## src/rtl/sd_defs_pkg.sv

```systemverilog
// Shared definitions for the serial word assembler: FSM encodings, default frame
// width and the odd-parity convention used when judging a received frame.
package sd_defs;

  typedef enum logic [1:0] {
    ST_IDLE   = 2'd0,
    ST_SHIFT  = 2'd1,
    ST_PARITY = 2'd2
  } sd_state_t;

  localparam int SD_WORD_BITS_DEFAULT = 26;

  // A good frame has an odd number of ones across data bits plus parity bit.
  localparam logic SD_ODD_PARITY = 1'b1;

  function automatic logic sd_parity_ok(input logic data_xor, input logic parity_bit);
    return (data_xor ^ parity_bit) == SD_ODD_PARITY;
  endfunction

endpackage

```

## src/rtl/sd_word_hold.sv

```systemverilog
// Holding register for completed words: valid/read handshake and sticky overrun.
// A completion that finds an unread word (and no read this cycle) is dropped.
module sd_word_hold
  import sd_defs::*;
#(
  parameter int WORD_BITS = SD_WORD_BITS_DEFAULT
) (
  input  logic                 clk,
  input  logic                 rst_n,
  input  logic                 load,
  input  logic [WORD_BITS-1:0] word_in,
  input  logic                 perr_in,
  input  logic                 rd,
  output logic [WORD_BITS-1:0] word,
  output logic                 word_valid,
  output logic                 parity_err,
  output logic                 overrun
);

  logic [WORD_BITS-1:0] word_reg;
  logic                 valid_reg;
  logic                 perr_reg;
  logic                 overrun_reg;

  always_ff @(posedge clk or negedge rst_n) begin
    if (!rst_n) begin
      word_reg    <= '0;
      valid_reg   <= 1'b0;
      perr_reg    <= 1'b0;
      overrun_reg <= 1'b0;
    end else if (load) begin
      // A read in the same cycle frees the register for the incoming word.
      if (!valid_reg || rd) begin
        word_reg  <= word_in;
        perr_reg  <= perr_in;
        valid_reg <= 1'b1;
      end else begin
        overrun_reg <= 1'b1;
      end
    end else if (rd) begin
      valid_reg <= 1'b0;
    end
  end

  assign word       = word_reg;
  assign word_valid = valid_reg;
  assign parity_err = perr_reg;
  assign overrun    = overrun_reg;

endmodule

```

## src/rtl/sd_word_assembler.sv

```systemverilog
// Collects an MSB-first serial word plus odd parity bit and hands it to sd_word_hold.
// Optional stalled-frame timeout is enabled by defining SD_FRAME_TIMEOUT_EN.
module sd_word_assembler
  import sd_defs::*;
#(
  parameter int WORD_BITS = SD_WORD_BITS_DEFAULT
`ifdef SD_FRAME_TIMEOUT_EN
  ,
  parameter int TIMEOUT_CYCLES = 64
`endif
) (
  input  logic                 SIM_CLK,
  input  logic                 SIM_RST,
  input  logic                 DATA,
  input  logic                 SAMPLE,
  input  logic                 START,
  input  logic                 RD,
  output logic [WORD_BITS-1:0] WORD,
  output logic                 WORD_VALID,
  output logic                 PARITY_ERR,
  output logic                 OVERRUN,
  output logic                 ABORT,
  output logic                 BUSY
);

  localparam int CNT_W = $clog2(WORD_BITS + 1);
  localparam logic [CNT_W-1:0] LAST_CNT = CNT_W'(WORD_BITS);

  sd_state_t            state_reg;
  logic [CNT_W-1:0]     cnt_reg;
  logic [WORD_BITS-1:0] shift_reg;
  logic                 par_reg;
  logic                 abort_reg;
  logic                 busy_reg;
  logic                 timeout;
  logic                 load;
  logic                 perr_in;

`ifdef SD_FRAME_TIMEOUT_EN
  localparam int IDLE_W = $clog2(TIMEOUT_CYCLES + 1);
  logic [IDLE_W-1:0] idle_cnt_reg;

  // Fires on the TIMEOUT_CYCLES-th consecutive busy cycle without a strobe.
  assign timeout = busy_reg && !START && (idle_cnt_reg == IDLE_W'(TIMEOUT_CYCLES - 1));

  always_ff @(posedge SIM_CLK or negedge SIM_RST) begin
    if (!SIM_RST) begin
      idle_cnt_reg <= '0;
    end else if (!busy_reg || SAMPLE || START || timeout) begin
      idle_cnt_reg <= '0;
    end else begin
      idle_cnt_reg <= idle_cnt_reg + IDLE_W'(1);
    end
  end
`else
  assign timeout = 1'b0;
`endif

  assign load    = (state_reg == ST_PARITY) && SAMPLE && !START && !timeout;
  assign perr_in = !sd_parity_ok(par_reg, DATA);

  always_ff @(posedge SIM_CLK or negedge SIM_RST) begin
    if (!SIM_RST) begin
      state_reg <= ST_IDLE;
      cnt_reg   <= '0;
      shift_reg <= '0;
      par_reg   <= 1'b0;
      abort_reg <= 1'b0;
      busy_reg  <= 1'b0;
    end else begin
      abort_reg <= 1'b0;
      if (START) begin
        // New frame; a coincident SAMPLE is bit 0 of it.
        abort_reg <= (state_reg != ST_IDLE);
        busy_reg  <= 1'b1;
        shift_reg <= WORD_BITS'(DATA & SAMPLE);
        par_reg   <= DATA & SAMPLE;
        cnt_reg   <= SAMPLE ? CNT_W'(1) : '0;
        state_reg <= (SAMPLE && (WORD_BITS == 1)) ? ST_PARITY : ST_SHIFT;
      end else if (timeout) begin
        abort_reg <= 1'b1;
        busy_reg  <= 1'b0;
        state_reg <= ST_IDLE;
      end else if (SAMPLE) begin
        case (state_reg)
          ST_SHIFT: begin
            shift_reg <= (shift_reg << 1) | WORD_BITS'(DATA);
            par_reg   <= par_reg ^ DATA;
            cnt_reg   <= cnt_reg + CNT_W'(1);
            if (cnt_reg + CNT_W'(1) == LAST_CNT) begin
              state_reg <= ST_PARITY;
            end
          end
          ST_PARITY: begin
            state_reg <= ST_IDLE;
            busy_reg  <= 1'b0;
          end
          default: ;
        endcase
      end
    end
  end

  sd_word_hold #(
    .WORD_BITS(WORD_BITS)
  ) u_hold (
    .clk       (SIM_CLK),
    .rst_n     (SIM_RST),
    .load      (load),
    .word_in   (shift_reg),
    .perr_in   (perr_in),
    .rd        (RD),
    .word      (WORD),
    .word_valid(WORD_VALID),
    .parity_err(PARITY_ERR),
    .overrun   (OVERRUN)
  );

  assign ABORT = abort_reg;
  assign BUSY  = busy_reg;

endmodule

```

## config.mk

```make
export PLATFORM = sky130hd
export DESIGN_NAME = sd_word_assembler
export DESIGN_NICKNAME = d
export VERILOG_FILES = /design/src/rtl/sd_defs_pkg.sv /design/src/rtl/sd_word_hold.sv /design/src/rtl/sd_word_assembler.sv
export SDC_FILE = /design/constraint.sdc
export NUM_CORES = 1
export LEC_CHECK = 0
export ABC_CLOCK_PERIOD_IN_PS = 2000
export BUFFER_PORTS_ARGS = -buffer_cell sky130_fd_sc_hd__buf_2
export CAP_MARGIN = 20
export CORE_ASPECT_RATIO = 0.6
export CORE_UTILIZATION = 50
export CTS_CLUSTER_DIAMETER = 100
export DETAILED_ROUTE_END_ITERATION = 16
export GPL_TIMING_DRIVEN = 1
export PLACE_DENSITY_LB_ADDON = 0.12
export SYNTH_ARGS = -nofsm -noshare
export SYNTH_HDL_FRONTEND = slang
export SYNTH_SLANG_ARGS = --single-unit
```

## constraint.sdc

```tcl
create_clock -name SIM_CLK -period 2 [get_ports SIM_CLK]
set_input_delay 0.1 -clock SIM_CLK [delete_from_list [all_inputs] [get_ports SIM_CLK]]
set_output_delay 0.1 -clock SIM_CLK [all_outputs]
set_load 0.02 [all_outputs]
```

==> reports/qor.yml <==
detailed_routing:
  routed_wl_um: 4880
  wl_per_cell_um: 14.3
  dr.pass1.iters: 4
  vias_per_cell: 5.16
  ant_nets: 0
  drt_iter0_markers: 84
  drc: 0
  vias: 1760
clock_network:
  cts_hold_buf: 1
  cts_made_buffers: 9
  path_clk_slew_ns: 0.07
  clock-sinks: 65
  postCtsSetupRepairBufs: 0
  clk_path_buf_depth: 2
  cts_resized: 0
  cts_root_buf: "clkbuf_8"
  clkLatencyLatePin_ns: 0.34
  cts_max_level: 3
  tritoncts: "yes"
hold_path:
  hold_path.class: "primary input to register"
  min_from: "DATA"
floorplanning:
  core_area_um2: 5150
  start_util_pct: 52.7
  die_x_um: 97.2
  fp-row-count: 20
  dieArea_um2: 5740
  die_h_um: 59.1
  io-pin-count: 37
grt:
  global_route.usage.total_pct: 18.6
  grt_pass1_vias: 1536
  grt_pass1_wl_um: 7870
  antenna_found_initial: 0
  grt_max_degree: 42
  grt-ovfl-total: 0
logic_synthesis:
  syn_inst: 229
  avgSynthCellArea_um2: 11.9
  yosys.cell_types.count: 26
  syn_nets: 237
  ys_seq_area_share_pct: 59.9
  syn_area_um2: 2720
  yosysWarnings: 0
  synth.ff_latch_count: 65
cells_and_area:
  syn_to_final_growth_pct: 17.4
  num_antenna_cells: 0
  postLayoutCoreUtil_pct: 61.9
  final_layout_size_suffix_gt1_share_pct: 32.4
  regArea_um2: 1630
  fill_cells: 434
  multi_input_area_um2: 1000
  finalNetCount: 279
pwr:
  pwr_density_cell_nw_per_um2: 824
  p_leak_uw: 0.00163
  ir_drop_v: 0.000497
placement:
  io_buffer_count: 36
  dp_hpwl_um: 3050
  place.gp.congestion: 0.723
worst_setup_path:
  startpoint: "state_reg[0]"
  worst_setup_path_end_kind: "register"
  path_max_fanout: 27
  r2r-start: "state_reg[0]"
  cp-start-kind: "register"
  setup.worst_path.class: "register to register"
  arrival_ns: 1.88
  required_ns: 2.23
timing:
  rsz0062_at_grt: "false"
  finalClockSkew_ns: 0.00518
  drv_slew: 0
  fmax_mhz: 606
  period_share_pct: 82.5
  slew_headroom_pct: 60.9
  worstMarginPinSlew_ns: 0.587
  fin_tns_setup_ns: 0
  hold_viol_final: 0
  period_minus_slack_ns: 1.65
  final-setup-viol-count: 0
flow_run:
  drv_cap: 0
run_status:
  status: "completed"
-- cells by family (layout without fill, tap and decap cells) --
logic type	count (synthesis)	in the layout	share of synthesized area (%)
buffers and inverters	16	62	3.18
multiplexers	27	27	14.0
adder cells (fa/ha/maj)	2	2	0.921
AND/OR/NAND/NOR	74	74	12.3
AO/OA/AOI/OAI	41	41	8.48
XOR/XNOR	4	4	1.29
flip-flops	65	65	59.9
-- worst max-delay path: stages, from the launching register on --
cell and delay, ns:
dfrtp_1 0.44, and4bb_4 0.40, nand2_4 0.27, mux2_4 0.39
-- stage by stage --
step	power [µW]	hold WS, ns	instances	cell area (µm²)	worst slack (ns)
after floorplan	1420	-0.196	229	2720	0.568
after global placement	1470	0.136	325	2970	0.389
after detailed placement	1470	0.136	325	2970	0.359
after CTS	2670	0.0160	341	3190	0.350
after global routing	2730	0.0355	341	3190	0.294
final	2630	0.0322	341	3190	0.349
-- metal layers --
metal	part of all wire, %	routed length (µm)	global-route usage, %	up-vias
met2	38	1870	23.8	60
met5	0	0	0	-
met4	2.0	96	9.59	0
li1	-	-	-	858
met1	54	2640	27.7	832
met3	5.8	283	6.37	10
-- cells in the final DEF, fill, tap and decap left out, drive strengths merged, types with 2 or more instances in the layout --
| master | Yosys | routed |
|---|---|---|
| a32o | 2 | 2 |
| xnor2 | 4 | 4 |
| or3 | 3 | 3 |
| o21ai | 5 | 5 |
| mux2 | 27 | 27 |
| nand2b | 4 | 4 |
| buf | 6 | 42 |
| a31o | 3 | 3 |
| nand3 | 2 | 2 |
| clkbuf | 6 | 13 |
| inv | 4 | 4 |
| ha | 2 | 2 |
| nor2 | 6 | 6 |
| dfrtp | 65 | 65 |
| nand2 | 54 | 54 |
| a21oi | 29 | 29 |
-- report_power, final --
part           switching, µW  total, µW  internal (µW)
combinational           76.9        112           35.2
clock                    477       1180            703
sequential              11.4       1340           1330
total                    566       2630           2060
-- area by class of cell --
type,instances,share of cell area (%)
clock buffers,13,5.61
clock inverters,2,1.10
inverters,4,0.471
multi-input cells,148,31.5
flip-flops and latches,65,51.0
well taps,66,2.59
repair buffers,43,7.77
-- Yosys cell counts --
library cell / n / area [µm²]
dfrtp_1: 65 / 1630
nand2_1: 53 / 199
a21oi_1: 29 / 145
mux2_4: 20 / 300
mux2_2: 7 / 78.8
clkbuf_1: 6 / 22.5
nor2_1: 6 / 22.5
o21ai_0: 5 / 25.0
inv_1: 4 / 15.0
nand2b_1: 4 / 25.0
xnor2_1: 4 / 35.0
a31o_2: 3 / 26.3
buf_2: 3 / 15.0
buf_6: 3 / 33.8
or3_1: 3 / 18.8
a32o_1: 2 / 20.0
ha_1: 2 / 25.0
nand3_1: 2 / 10.0
a211oi_1: 1 / 7.51
a31oi_1: 1 / 6.26
and3_1: 1 / 6.26
and3b_1: 1 / 8.76
and4_1: 1 / 8.76
and4bb_4: 1 / 16.3
nand2_4: 1 / 11.3
nand3b_1: 1 / 7.51
-- final timing paths --
kind                       slack, ns              to  cells after the start
max in group asynchronous       1.09      cnt_reg[3]                      3
max                             0.35  u_hold.word[0]                      3
min reg2reg                     0.48  u_hold.overrun                      1
min                             0.03         par_reg                      2
min in group asynchronous       0.29  u_hold.word[3]                      2
max reg2reg                     0.35  u_hold.word[0]                      3
Note: power is estimated with default switching activity, not from simulation.
